[config.mk]
export PLATFORM = sky130hd
export DESIGN_NAME = riscv_mem_arbiter
export DESIGN_NICKNAME = d
export VERILOG_FILES = /design/src/rtl/riscv_mem_arbiter.sv
export SDC_FILE = /design/constraint.sdc
export NUM_CORES = 1
export LEC_CHECK = 0
export CORE_MARGIN = 8
export CORE_UTILIZATION = 38
export CTS_CLUSTER_DIAMETER = 60
export CTS_CLUSTER_SIZE = 14
export DETAILED_ROUTE_END_ITERATION = 8
export PLACE_DENSITY = 0.77
export RECOVER_POWER = 25
export SYNTH_ARGS = -nofsm -noshare
export SYNTH_HDL_FRONTEND = slang
export SYNTH_SLANG_ARGS = --single-unit
[constraint.sdc]
create_clock -name clk -period 4.35 [get_ports clk]
set_input_delay 0.435 -clock clk [delete_from_list [all_inputs] [get_ports clk]]
set_output_delay 0.435 -clock clk [all_outputs]
set_load 0.01 [all_outputs]
[src/rtl/riscv_mem_arbiter.sv]
`default_nettype none
// ============================================================================
// Module   : riscv_mem_arbiter
// Purpose  : Shares one memory port between fetch (i_) and load/store (d_),
//            data-priority with a fetch starvation guard, one outstanding txn.
// Revision : 1.0 - initial release
// ============================================================================
module riscv_mem_arbiter #(
    parameter int XLEN         = 32,
    parameter int STARVE_LIMIT = 4
) (
    input  logic            clk,
    input  logic            reset,
    input  logic            i_req,
    input  logic [XLEN-1:0] i_addr,
    output logic            i_gnt,
    output logic            i_rvalid,
    output logic [XLEN-1:0] i_rdata,
    input  logic            d_req,
    input  logic            d_we,
    input  logic [XLEN-1:0] d_addr,
    input  logic [XLEN-1:0] d_wdata,
    input  logic [3:0]      d_wstrb,
    output logic            d_gnt,
    output logic            d_rvalid,
    output logic [XLEN-1:0] d_rdata,
    output logic            mem_req,
    output logic            mem_we,
    output logic [XLEN-1:0] mem_addr,
    output logic [XLEN-1:0] mem_wdata,
    output logic [3:0]      mem_wstrb,
    input  logic            mem_gnt,
    input  logic            mem_rvalid,
    input  logic [XLEN-1:0] mem_rdata,
    output logic            err_stray
);

    localparam int c_CNT_W = $clog2(STARVE_LIMIT + 1);
    localparam logic [c_CNT_W-1:0] c_LIMIT = c_CNT_W'(STARVE_LIMIT);

    typedef enum logic [1:0] {
        ST_IDLE = 2'd0,
        ST_REQ  = 2'd1,
        ST_RSP  = 2'd2
    } state_t;

    state_t              r_state;
    state_t              w_next;
    logic                w_pick_i;
    logic                w_i_gnt;
    logic                w_d_gnt;
    logic                r_owner_d;
    logic [c_CNT_W-1:0]  r_starve_cnt;
    logic                r_mem_req;
    logic                r_mem_we;
    logic [XLEN-1:0]     r_mem_addr;
    logic [XLEN-1:0]     r_mem_wdata;
    logic [3:0]          r_mem_wstrb;
    logic                r_i_rvalid;
    logic [XLEN-1:0]     r_i_rdata;
    logic                r_d_rvalid;
    logic [XLEN-1:0]     r_d_rdata;
    logic                r_err_stray;

    always_ff @(posedge clk or posedge reset) begin
        if (reset) begin
            r_state <= ST_IDLE;
        end else begin
            r_state <= w_next;
        end
    end

    // Fetch wins only when alone or once data has starved it STARVE_LIMIT times.
    always_comb begin
        w_next   = r_state;
        w_i_gnt  = 1'b0;
        w_d_gnt  = 1'b0;
        w_pick_i = i_req && (!d_req || (r_starve_cnt == c_LIMIT));
        case (r_state)
            ST_IDLE: begin
                w_i_gnt = w_pick_i;
                w_d_gnt = d_req && !w_pick_i;
                if (w_i_gnt || w_d_gnt) begin
                    w_next = ST_REQ;
                end
            end
            ST_REQ: begin
                if (mem_gnt) begin
                    w_next = ST_RSP;
                end
            end
            ST_RSP: begin
                if (mem_rvalid) begin
                    w_next = ST_IDLE;
                end
            end
            default: w_next = ST_IDLE;
        endcase
    end

    always_ff @(posedge clk or posedge reset) begin
        if (reset) begin
            r_owner_d    <= 1'b0;
            r_starve_cnt <= '0;
            r_mem_req    <= 1'b0;
            r_mem_we     <= 1'b0;
            r_mem_addr   <= '0;
            r_mem_wdata  <= '0;
            r_mem_wstrb  <= '0;
            r_i_rvalid   <= 1'b0;
            r_i_rdata    <= '0;
            r_d_rvalid   <= 1'b0;
            r_d_rdata    <= '0;
            r_err_stray  <= 1'b0;
        end else begin
            r_i_rvalid <= 1'b0;
            r_d_rvalid <= 1'b0;

            if (mem_rvalid && (r_state != ST_RSP)) begin
                r_err_stray <= 1'b1;
            end

            if (r_state == ST_IDLE) begin
                if (w_i_gnt) begin
                    r_starve_cnt <= '0;
                end else if (w_d_gnt && i_req) begin
                    if (r_starve_cnt != c_LIMIT) begin
                        r_starve_cnt <= r_starve_cnt + c_CNT_W'(1);
                    end
                end else if (!i_req) begin
                    r_starve_cnt <= '0;
                end
            end

            if (w_i_gnt) begin
                r_owner_d   <= 1'b0;
                r_mem_req   <= 1'b1;
                r_mem_we    <= 1'b0;
                r_mem_addr  <= i_addr;
                r_mem_wdata <= '0;
                r_mem_wstrb <= '0;
            end else if (w_d_gnt) begin
                r_owner_d   <= 1'b1;
                r_mem_req   <= 1'b1;
                r_mem_we    <= d_we;
                r_mem_addr  <= d_addr;
                r_mem_wdata <= d_wdata;
                r_mem_wstrb <= d_wstrb;
            end

            if ((r_state == ST_REQ) && mem_gnt) begin
                r_mem_req <= 1'b0;
            end

            if ((r_state == ST_RSP) && mem_rvalid) begin
                if (r_owner_d) begin
                    r_d_rvalid <= 1'b1;
                    r_d_rdata  <= r_mem_we ? '0 : mem_rdata;
                end else begin
                    r_i_rvalid <= 1'b1;
                    r_i_rdata  <= mem_rdata;
                end
            end
        end
    end

    assign i_gnt     = w_i_gnt;
    assign d_gnt     = w_d_gnt;
    assign i_rvalid  = r_i_rvalid;
    assign i_rdata   = r_i_rdata;
    assign d_rvalid  = r_d_rvalid;
    assign d_rdata   = r_d_rdata;
    assign mem_req   = r_mem_req;
    assign mem_we    = r_mem_we;
    assign mem_addr  = r_mem_addr;
    assign mem_wdata = r_mem_wdata;
    assign mem_wstrb = r_mem_wstrb;
    assign err_stray = r_err_stray;

endmodule
`default_nettype wire
==> Yosys cells after proc, flatten, opt, wreduce, memory -nomap -nowiden <==
Index checks and enable logic that the tools add are counted.
{ "classes": {"n_addsub": 1, "mul": 0, "n_div": 0, "order_cmp": 0, "n_eq_ne": 10, "shift": 0, "n_mux": 27, "n_bitwise": 1, "n_reduce_logical": 17} }
{ "ops": {"columns": ["operator", "count"], "rows": [
  ["$mux 32", 5],
  ["$mux 1", 12],
  ["$mux 3", 4],
  ["$mux 4", 2],
  ["$ne 2x2->1 const B", 4],
  ["$logic_and 1x1->1", 6],
  ["$mux 2", 3],
  ["$pmux 2 s3", 1],
  ["$reduce_and 3->1", 2],
  ["$reduce_and 2->1", 2],
  ["$add 3x1->3 const B", 1],
  ["$eq 3x3->1 const B", 1],
  ["$ne 3x1->1 const B", 1],
  ["$ne 3x2->1 const B", 1],
  ["$ne 3x3->1 const B", 1],
  ["$reduce_bool 3->1", 1],
  ["$eq 2x1->1 const B", 1],
  ["$eq 2x2->1 const B", 1],
  ["$logic_not 1->1", 2],
  ["$logic_not 2->1", 1],
  ["$logic_or 1x1->1", 2],
  ["$reduce_bool 2->1", 1],
  ["$not 1->1", 1]
]} }
{ "totals": {"regBits": 143, "latchBits": 0, "ram_bits": 0, "romBits": 0, "in_bits": 139, "out_inout_bits": 139, "word_cells": 69, "n_memories": 0} }

==> Longest topological paths before layout <==
{ "logic_depth": {"word_depth": 9, "depth_mapped": 7, "depth_no_buf": 6} }

==> Worst setup path before layout <==
No wires, ideal clock.
{ "synth_path": {"path_type": "register -> output", "from": "reg r_starve_cnt[0]", "to": "out i_gnt", "arrival_time_ns": 1.237, "t_required_ns": 3.915, "setup_slack_ns": 2.678, "stages_incl_launch_ff": 7, "n_path_buf": 1, "cell_sequence": "dfrtp_1 > inv_1 > ha_1 > a21bo_2 > nand3_1 > buf_2 > inv_1"} }
{ "synth_via": {"elab_chain_len": 4} }
{ "synth_lines": {"columns": ["element", "line_no", "text"], "rows": [
  ["from (decl)", "53", "logic [c_CNT_W-1:0] r_starve_cnt;"],
  ["from (signal assigned)", "128", "r_starve_cnt <= r_starve_cnt + c_CNT_W'(1);"],
  ["$eq 3x3->1", "78", "w_pick_i = i_req && (!d_req || (r_starve_cnt == c_LIMIT));"],
  ["$logic_or 1x1->1", "78", null],
  ["$logic_and 1x1->1", "78", null],
  ["$mux 1", "79", "case (r_state)"],
  ["to (decl)", "16", "output logic i_gnt,"]
]} }
No other way between the ends.

==> Worst setup path after layout <==
{ "layout_path": {"from": "in mem_rvalid", "to": "reg r_d_rdata[3] (netlist: d_rdata[3])"} }
{ "layout_via": {"elab_chain_len": 2} }
{ "layout_lines": {"columns": ["element", "line_no", "text"], "rows": [
  ["from (decl)", "33", "input logic mem_rvalid,"],
  ["$logic_and 1x1->1", "155", "if ((r_state == ST_RSP) && mem_rvalid) begin"],
  ["$reduce_and 2->1 (no line)", null, null],
  ["to (signal assigned)", "158", "r_d_rdata <= r_mem_we ? '0 : mem_rdata;"],
  ["to (decl)", "62", "logic [XLEN-1:0] r_d_rdata;"]
]} }
No other way between the ends.
A chain may end at the register's enable or synchronous reset.

==> metrics.md <==
| Metric | Value |
|---|---|
| Clock-pin slew on the worst setup and hold paths | 0.06 ns |
| Worst-path fanout max | 65 |
| Post-synthesis average cell area | 11.7 µm² |
| Slew HR | -54.8% |
| Setup TNS | 0 ns |
| Drt first pass iters | 4 |
| Vias in the first global route | 5546 |
| Post-CTS Setup Bufs | 0 |
| Top cells by area, synth | dfrtp_1 59%, mux2_2 5.9%, a22o_1 5.3% |
| Post-synthesis register bit count | 143 |
| Max-Cap Viols | 3 |
| Boundary Pins | 278 |
| Synth warn | 0 |
| Shortest period the worst path allows | 3.00 ns |
| Final-report max-slew violation count | 141 |
| DRC | 0 |
| Count of buffer and inverter cells on the critical path | 2 |
| DP Wirelength | 13.8 mm |
| Clk_lat worst skew | 0.41 ns |
| Seq/Total Area, Yosys | 58.9% |
| Psw | 2210 µW |
| Cell variety after synth | 33 |
| LEAKAGE | between 0.004 and 0.005 µW |
| TritonCTS clock tree | done |
| Synth top area share | 58.9% |
| Delay-heaviest family, CP | buffers and inverters |
| Row count | 46 |
| First-pass GRT wire length | between 20 and 30 mm |
| Post-Syn Nets | roughly 660 |
| Final wirelength | 19.0 mm |
| Sw frac | 32.9% |
| Post-Syn Area | 6070 µm² |
| Comb power frac | between 40% and 50% |
| Fmax | 333 MHz |
| H-tree Lvls | 4 |
| Vias per cell | 5.08 |
| Share of layout cells above drive strength 1 | 9.61% |
| Internal power | 4520 µW |
| Tcrit/Tclk final | 69.0% |
| RSZ-0062 raised after global routing | false |
| Synth area leader | dfrtp_1 |
| Worst path cell trace | clkdlybuf4s50_1 > nand4b_1 > clkbuf_1 > o21ai_0 |
| Routing usage on met2 | 31.7% |
| Total gr overflow | 0 |
| Worst-Margin Slew | 2.32 ns |
| Core ar. | approximately 16000 µm² |
| Width of the die | ~140 µm |
| Post-CTS Resized | 0 |
| Clock network power share | 21.3% |
| Number of I/O port buffers | 277 |
| Worst EP arrival | 3.16 ns |
| Crit. End Element | register |
| Final Net Count | 920 |
| Routed Antenna Nets | 0 |
| Avg WL per Cell | ~19 µm |
| Die area | 20300 µm² |
| Layout area overhead | 57.0% |
| Hold buffer count at cts | 0 |
| Clock Skew | about 0.01 ns |
| VDD IR-drop max | 335 µV |
| Die height | 142 µm |
| Required time worst endpoint | ~4.5 ns |
| Placed cells | 976 |
| Cts bufs inserted | 17 |
| Mapped Cells | 517 |
| GR Layer Usage met3 | 5.94% |
| Register share of total power | about a third |
| Final setup vio count | 0 |
| Violated checks | max-capacitance violations, max-slew violations |
| Final Hold Viols | 0 |
| Initial core utilization | 38.5% |
| M1 GR Usage | between 20% and 30% |
| Overall Global Routing Usage | about a fifth |
| Ys flop type | dfrtp_1 |
| Clock Tree Buf Depth | 2 |
| CP Class | input pin to register |
| Number of flops mapped to enable cells by yosys | 0 |
| Startpoint type of the worst setup path | input pin |
| Diodes inserted | 0 |
| HP Class | register to register |
| Final cell count without fillers | a little over 1000 |
| FFs w/ async S/R, synth | 100% |
| Gp weighted congestion | 0.848 |
| Power Dens Cells | between 700 and 800 nW/µm² |
| Status | finished with violations |
| Gr busiest metal | met2 |
| Antenna violations before repair | 0 |
| Crit-path max cell delay | 1.67 ns |
| Worst hold margin | 0.472 ns |
| # clock sinks | roughly 140 |
| Largest net degree at the start of global routing | 85 |
| Drt initial violations | between 150 and 200 |
| Clock root buffer master | clkbuf_16 |
| Critical path's slowest cell | clkbuf_1 |
| Pwr Total | between 6000 and 7000 µW |
| DR vias | 5119 |
==> layout make-up <==
class,instances,area [µm²]
clock buffer,20,457
clock inverter,11,129
fill,1268,6240
inverter,5,23.8
multi-input combinational,325,2240
sequential,143,3580
tap,216,270
timing repair buffer,287,2830
==> power by group through the flow <==
stage                     clock (µW)  sequential [µW]  combinational (µW)
after floorplan                    0             2530                1210
after global placement             0             2320                2920
after detailed placement           0             2360                3000
after CTS                       1470             2340                3010
after global routing            1530             2410                3200
final                           1430             2340                2960
==> layout by cell type (no fill, tap or decap), types with 2 or more instances in the layout <==
cell type        count
a22o_1              37
a311o_1             32
buf_4                6
bufinv_16            2
clkbuf_1             5
clkbuf_16           17
clkbuf_8             2
clkdlybuf4s50_1    276
clkinv_2             2
clkinvlp_4           2
dfrtp_1            143
ha_1                 2
inv_1                4
inv_6                5
mux2_2              32
nand2_1             66
nand2b_1            34
nand3_1              2
nand4_1              2
nor2_4               2
nor3_1              32
o21a_1              33
o21ai_0             36
==> kinds of logic after synthesis <==
| group | Yosys count | synth area share, % |
|---|---|---|
| AND/OR/NAND/NOR | 147 | 12.0 |
| AO/OA/AOI/OAI | 144 | 18.4 |
| flip-flops | 143 | 58.9 |
| buffers and inverters | 49 | 4.25 |
| multiplexers | 32 | 5.94 |
| adder cells (fa/ha/maj) | 2 | 0.412 |
==> final timing paths <==
| path | cells past startpoint | end | slack, ns | from |
|---|---|---|---|---|
| worst max-delay path | 4 | d_rdata[3] | 1.35 | mem_rvalid |
| worst min-delay path | 1 | err_stray | 0.47 | err_stray |
| worst max register to register | 3 | d_rdata[3] | 1.36 | r_state[0] |
| worst min register to register | 1 | err_stray | 0.47 | err_stray |
| max in group asynchronous | 3 | i_rdata[7] | 1.91 | reset |
| min in group asynchronous | 2 | i_rdata[20] | 0.65 | reset |
==> state kept, by name, indices dropped and copies added, names as in the netlist <==
register and count:
d_rdata 32, i_rdata 32, mem_addr 32, mem_wdata 32, mem_wstrb 4, r_starve_cnt 3
r_state 2, d_rvalid 1, err_stray 1, i_rvalid 1, mem_req 1, mem_we 1
r_owner_d 1
==> per-stage QoR <==
stage / setup WS, ns / area (µm²) / util, %
CTS: 1.52 / 9550 / 60.6
global placement: 1.20 / 8960 / 56.8
global route: 0.826 / 9530 / 60.4
detailed placement: 1.10 / 8960 / 56.8
finish: 1.35 / 9530 / 60.4
floorplan: 0.0771 / 6070 / -
==> routing by layer <==
| layer | wire, µm | part of all wire [%] |
|---|---|---|
| met5 | 0 | 0 |
| met4 | 432 | 2.3 |
| met3 | 1660 | 8.7 |
| met2 | 9430 | 50 |
| met1 | 7520 | 39 |
==> Yosys cell counts (all sizes together), types with 2 or more instances <==
| cell type | count |
|---|---|
| ha | 2 |
| inv | 5 |
| nand2 | 66 |
| nand2b | 34 |
| mux2 | 32 |
| a311o | 32 |
| nor3 | 32 |
| nand4 | 2 |
| o21a | 33 |
| a22o | 37 |
| buf | 26 |
| nor2 | 4 |
| nand3 | 2 |
| dfrtp | 143 |
| o21ai | 37 |
| clkbuf | 18 |
Power figures use the tool's default switching activity.
